<file path="config.mk">
export PLATFORM = sky130hd
export DESIGN_NAME = paddle_motion_ctrl
export DESIGN_NICKNAME = d
export VERILOG_FILES = /design/src/rtl/paddle_motion_ctrl.sv
export SDC_FILE = /design/constraint.sdc
export NUM_CORES = 1
export LEC_CHECK = 0
export CORE_ASPECT_RATIO = 0.7
export CORE_UTILIZATION = 40
export CTS_CLUSTER_SIZE = 8
export DETAILED_ROUTE_END_ITERATION = 6
export SLEW_MARGIN = 5
export SYNTH_ARGS = -nofsm -noshare
export SYNTH_HDL_FRONTEND = slang
export SYNTH_SLANG_ARGS = --single-unit
</file>
<file path="constraint.sdc">
create_clock -name clk -period 15.25 [get_ports clk]
set_input_delay 3.05 -clock clk [delete_from_list [all_inputs] [get_ports clk]]
set_output_delay 3.05 -clock clk [all_outputs]
set_load 0.02 [all_outputs]
</file>
<file path="src/rtl/paddle_motion_ctrl.sv">
// Paddle position controller: tick-gated motion with an acceleration ramp
// and an auto-track mode that follows target_y without overshooting it.
module paddle_motion_ctrl #(
    parameter int CW        = 13,
    parameter int FIELD_H   = 1920,
    parameter int SPEED_MIN = 4,
    parameter int SPEED_MAX = 32,
    parameter int ACCEL     = 4,
    parameter int DEADBAND  = 8
) (
    input  logic          clk,
    input  logic          rst,
    input  logic          tick,
    input  logic          mode,
    input  logic          move_up,
    input  logic          move_down,
    input  logic [CW-1:0] target_y,
    input  logic [CW-1:0] size,
    input  logic [CW-1:0] init_x,
    input  logic [CW-1:0] init_y,
    output logic [CW-1:0] x_out,
    output logic [CW-1:0] y_out,
    output logic [CW-1:0] speed_out,
    output logic          at_top,
    output logic          at_bottom,
    output logic          moving
);

    localparam logic [1:0] IDLE   = 2'd0;
    localparam logic [1:0] RAMP   = 2'd1;
    localparam logic [1:0] CRUISE = 2'd2;

    localparam logic [CW:0]   FH_W   = (CW+1)'(FIELD_H);
    localparam logic [CW:0]   ACC_W  = (CW+1)'(ACCEL);
    localparam logic [CW:0]   DB_W   = (CW+1)'(DEADBAND);
    localparam logic [CW-1:0] SMIN_W = CW'(SPEED_MIN);
    localparam logic [CW-1:0] SMAX_W = CW'(SPEED_MAX);

    // Result is always within [lo, hi] and hi < 2**CW, so the top bit drops.
    function automatic logic [CW-1:0] clamp(input logic [CW:0] v,
                                             input logic [CW:0] lo,
                                             input logic [CW:0] hi);
        logic [CW:0] r;
        if (v < lo)
            r = lo;
        else if (v > hi)
            r = hi;
        else
            r = v;
        return r[CW-1:0];
    endfunction

    logic [1:0]    state_q, state_n;
    logic          dir_q, dir_n;
    logic [CW-1:0] speed_q, speed_n;
    logic [CW-1:0] step_q, step;
    logic [CW-1:0] x_q;
    logic [CW-1:0] y_q, y_d;

    logic [CW:0]        size_w, hi_w, y_w, step_w, y_move, abs_err, ramp_sum;
    logic signed [CW:0] err;
    logic               cmd_valid, cmd_down;

    assign size_w  = {1'b0, size};
    assign hi_w    = FH_W - size_w;
    assign y_w     = {1'b0, y_q};
    assign err     = $signed({1'b0, target_y}) - $signed(y_w);
    assign abs_err = err[CW] ? (CW+1)'(-err) : (CW+1)'(err);

    always_comb begin
        if (mode) begin
            cmd_valid = abs_err > DB_W;
            cmd_down  = ~err[CW];
        end else begin
            cmd_valid = move_up ^ move_down;
            cmd_down  = move_down;
        end
    end

    assign ramp_sum = {1'b0, speed_q} + ACC_W;

    always_comb begin
        state_n = state_q;
        dir_n   = dir_q;
        speed_n = speed_q;
        if (!cmd_valid) begin
            state_n = IDLE;
            speed_n = '0;
        end else if ((state_q != RAMP && state_q != CRUISE) || cmd_down != dir_q) begin
            state_n = RAMP;
            speed_n = SMIN_W;
            dir_n   = cmd_down;
        end else if (state_q == RAMP) begin
            if (ramp_sum >= {1'b0, SMAX_W}) begin
                state_n = CRUISE;
                speed_n = SMAX_W;
            end else begin
                speed_n = ramp_sum[CW-1:0];
            end
        end else begin
            speed_n = SMAX_W;
        end
    end

    // Auto mode trims the step to the remaining distance so target_y is not overshot.
    always_comb begin
        if (mode && abs_err < {1'b0, speed_n})
            step = abs_err[CW-1:0];
        else
            step = speed_n;
    end

    assign step_w = {1'b0, step};

    always_comb begin
        if (!cmd_valid)
            y_move = y_w;
        else if (cmd_down)
            y_move = (y_w + step_w > hi_w) ? hi_w : y_w + step_w;
        else
            y_move = (y_w < size_w + step_w) ? size_w : y_w - step_w;
        y_d = clamp(y_move, size_w, hi_w);
    end

    always_ff @(posedge clk) begin
        if (rst) begin
            x_q     <= init_x;
            y_q     <= clamp({1'b0, init_y}, size_w, hi_w);
            state_q <= IDLE;
            dir_q   <= 1'b0;
            speed_q <= '0;
            step_q  <= '0;
        end else if (tick) begin
            y_q     <= y_d;
            state_q <= state_n;
            dir_q   <= dir_n;
            speed_q <= speed_n;
            step_q  <= step;
        end
    end

    assign x_out     = x_q;
    assign y_out     = y_q;
    assign speed_out = step_q;
    assign at_top    = (y_q == size);
    assign at_bottom = (y_w == hi_w);
    assign moving    = (state_q != IDLE);

endmodule
</file>
==> results.md <==
- Worst-path clk slew: 0.10 ns
- Routed WL per cell: 20.50 um
- Worst slew margin: 0.5283
- Status: finished clean
- Vias per Instance: 5.875
- Vias in the first global route: 8679
- Worst slew pin tran: 0.6898 ns
- Diode count: 0
- Final setup margin: 0.5505 ns
- Htree depth: 2
- CP bufs+invs: 11
- Commonest non-fill, non-tap cells in the layout: ha_1 (151), buf_4 (118), clkdlybuf4s50_1 (98), nor2_1 (82), inv_1 (80)
- Minimum clock period: about 15 ns
- Global route overflow: 0
- Root Buffer Master: clkbuf_16
- # port buffers: 99
- Post-Syn Instances: 1140
- DRT antenna net count: 0
- Final Hold Fails: 0
- Largest fanout on the critical path: 8
- Layout cells sized above 1: 0.1472
- Worst Path Required: 15.35 ns
- Clk sinks: 55
- CP Depth: between 60 and 70
- Worst Hold Class: reg2reg
- Initial antenna violation count: 0
- Total Wirelength: approximately 33 mm
- Crit path kind: in2reg
- Avg Inst Size Synth: ~8.0 sq um
- Die height: 128.1 um
- Placer congestion estimate: just under 1
- Clock insertion delay at the later pin of the skew report: 0.34 ns
- Starting DRC count in detailed routing: roughly 910
- Final Max Slew Viols: 0
- Tcrit/Tclk final: 0.9639
- Starting density of the core: 0.4138
- Commonest non-fill, non-tap cell in the layout: ha_1
- Slowest-stage cell, CP: a2111o_1
- FILL cells: 2112
- Crit path arrival time: roughly 15 ns
- Worst setup EP type: flip-flop
- YS warnings: 0
- Crit path launch type: primary input
- Via count: 9518
- Max Cap Violations: 0
- First-pass GRT wire length: 49.98 mm
- Die ar.: around 0.023 sq mm
- Num rows: 45
- Delay of the slowest critical-path stage: 0.49 ns
- Hold Crit Depth: 1
- Area of the mapped netlist: 0.009087 sq mm
- Post-synth EDFFs: 26
- I/O pin cnt: 100
- Max Clock Freq: 0.06803 GHz
- Unique masters post-synth: 80
- CTS buffer count: 5
- Setup TNS: 0 ns
- FF-to-FF path depth: 61
- Main synth FF type: dfxtp_1
- Flops & latches, synth: 55
- Core area: 0.02196 sq mm
- Setup violators final: 0
- Largest net degree at the start of global routing: 56
- Longest Clk Path Bufs: 2
- Setup WS pre-CTS: -0.2763 ns
- Cell family with most CP delay: simple AND/OR/NAND/NOR gates
- Global Route Usage Sum: 0.2784
- Skew final: 0.02444 ns
- HPWL Detailed: between 20 and 30 mm
- Die W: 182.2 um
- Final #Nets: 1552
- Residual DRC count: 0
- CTS tree: built
- Async SR Flop Fraction: 0
- Final hold slack: 0.4822 ns
- Seq/Total Area, Yosys: 0.1498
- 1st-pass router iterations: 5
- Area growth syn-to-layout: 28.13%
## worst reg2reg max path: cells and delay by family, from the launching register on
kind	cells	cell delay, ns
XOR/XNOR	1	0.23
AO/OA/AOI/OAI	22	4.14
AND/OR/NAND/NOR	21	3.84
flip-flops	1	0.58
buffers and inverters	11	1.51
adder cells (fa/ha/maj)	6	1.83
## cell families (layout without fill, tap and decap cells)
family / count (synthesis) / count (layout) / synth area share
other: 1 / 7 / 0.0004127
flip-flops: 55 / 55 / 0.1498
buffers and inverters: 118 / 310 / 0.04957
AND/OR/NAND/NOR: 346 / 346 / 0.1973
adder cells (fa/ha/maj): 157 / 157 / 0.2195
multiplexers: 33 / 33 / 0.03814
AO/OA/AOI/OAI: 345 / 345 / 0.2634
XOR/XNOR: 85 / 85 / 0.08192
## synth_stat cells, types with 5 or more instances
| cell type | number | share of area |
|---|---|---|
| o21a_1 | 20 | 0.017 |
| buf_2 | 6 | 0.0033 |
| xnor2_1 | 56 | 0.054 |
| and3_1 | 16 | 0.011 |
| nand3_1 | 24 | 0.013 |
| nor3_1 | 24 | 0.013 |
| nand4_1 | 11 | 0.0076 |
| a211oi_1 | 22 | 0.018 |
| o21bai_1 | 8 | 0.0066 |
| or3_1 | 10 | 0.0069 |
| ha_1 | 153 | 0.21 |
| edfxtp_1 | 26 | 0.086 |
| nor4_1 | 7 | 0.0048 |
| o21ai_1 | 5 | 0.0028 |
| a211o_1 | 6 | 0.0058 |
| o32ai_1 | 9 | 0.0087 |
| nand2b_1 | 31 | 0.021 |
| nand2_1 | 71 | 0.029 |
| nor2b_1 | 19 | 0.013 |
| a311oi_1 | 10 | 0.0096 |
| a21oi_1 | 80 | 0.044 |
| o21ai_0 | 61 | 0.034 |
| nor2_1 | 82 | 0.034 |
| dfxtp_1 | 29 | 0.064 |
| a31oi_1 | 12 | 0.0083 |
| inv_1 | 80 | 0.033 |
| xor2_1 | 29 | 0.028 |
| o211ai_1 | 16 | 0.013 |
| a21o_1 | 28 | 0.023 |
| mux2_2 | 7 | 0.0087 |
| and2_1 | 22 | 0.015 |
| mux2i_1 | 23 | 0.025 |
| or4_1 | 5 | 0.0041 |
| a221oi_1 | 8 | 0.0077 |
| clkbuf_1 | 31 | 0.013 |
## stage by stage
stage               area, sq um  utilization  instances
finish                    11640       0.5303       1620
global route              11640       0.5303       1620
global placement          11130       0.5067       1595
detailed placement        11130       0.5067       1595
CTS                       11280       0.5139       1603
floorplan                  9110            -       1146
## state kept, by name, summed over array words and instances, names as in the netlist
| name | count |
|---|---|
| speed_out | 13 |
| state_q | 2 |
| dir_q | 1 |
| x_out | 13 |
| y_out | 13 |
| speed_q | 13 |
## worst paths after layout
| kind | end | slack [ns] | start |
|---|---|---|---|
| worst max-delay path | y_out[5]$_DFFE_PP_ | 0.55 | target_y[0] |
| worst min-delay path | speed_q[12]$_SDFFE_PP0P_ | 0.48 | speed_q[12]$_SDFFE_PP0P_ |
| worst max register to register | y_out[5]$_DFFE_PP_ | 2.91 | y_out[2]$_DFFE_PP_ |
| worst min register to register | speed_q[12]$_SDFFE_PP0P_ | 0.48 | speed_q[12]$_SDFFE_PP0P_ |
## metal layers
layer	track usage	vias up	part of all wire	wire, um
li1	-	4624	-	-
met1	0.4427	4444	0.52	17370
met2	0.3725	430	0.37	12400
met3	0.06051	20	0.095	3141
met4	0.04597	0	0.0085	283
met5	0	-	0	0
## layout make-up
class,instances,area [sq um],share of cell area
Clock buffer,5,125.1,0.01075
Clock inverter,3,33.78,0.002901
Inverter,80,300.3,0.02579
Multi-Input combinational cell,973,7507,0.6447
Sequential cell,55,1361,0.1169
Timing Repair Buffer,222,1963,0.1686
Tap cell,282,352.8,0.03030
## what timing repair did
action,4_1_cts,5_1_grt
endpoints found under the setup margin,0,13
hold buffers,0,0
buffers inserted,0,17
gates resized for setup,0,48
Power is left out: the tool's default activity adds up to more than one toggle a clock period on the data nets, which glitch-free logic cannot reach.
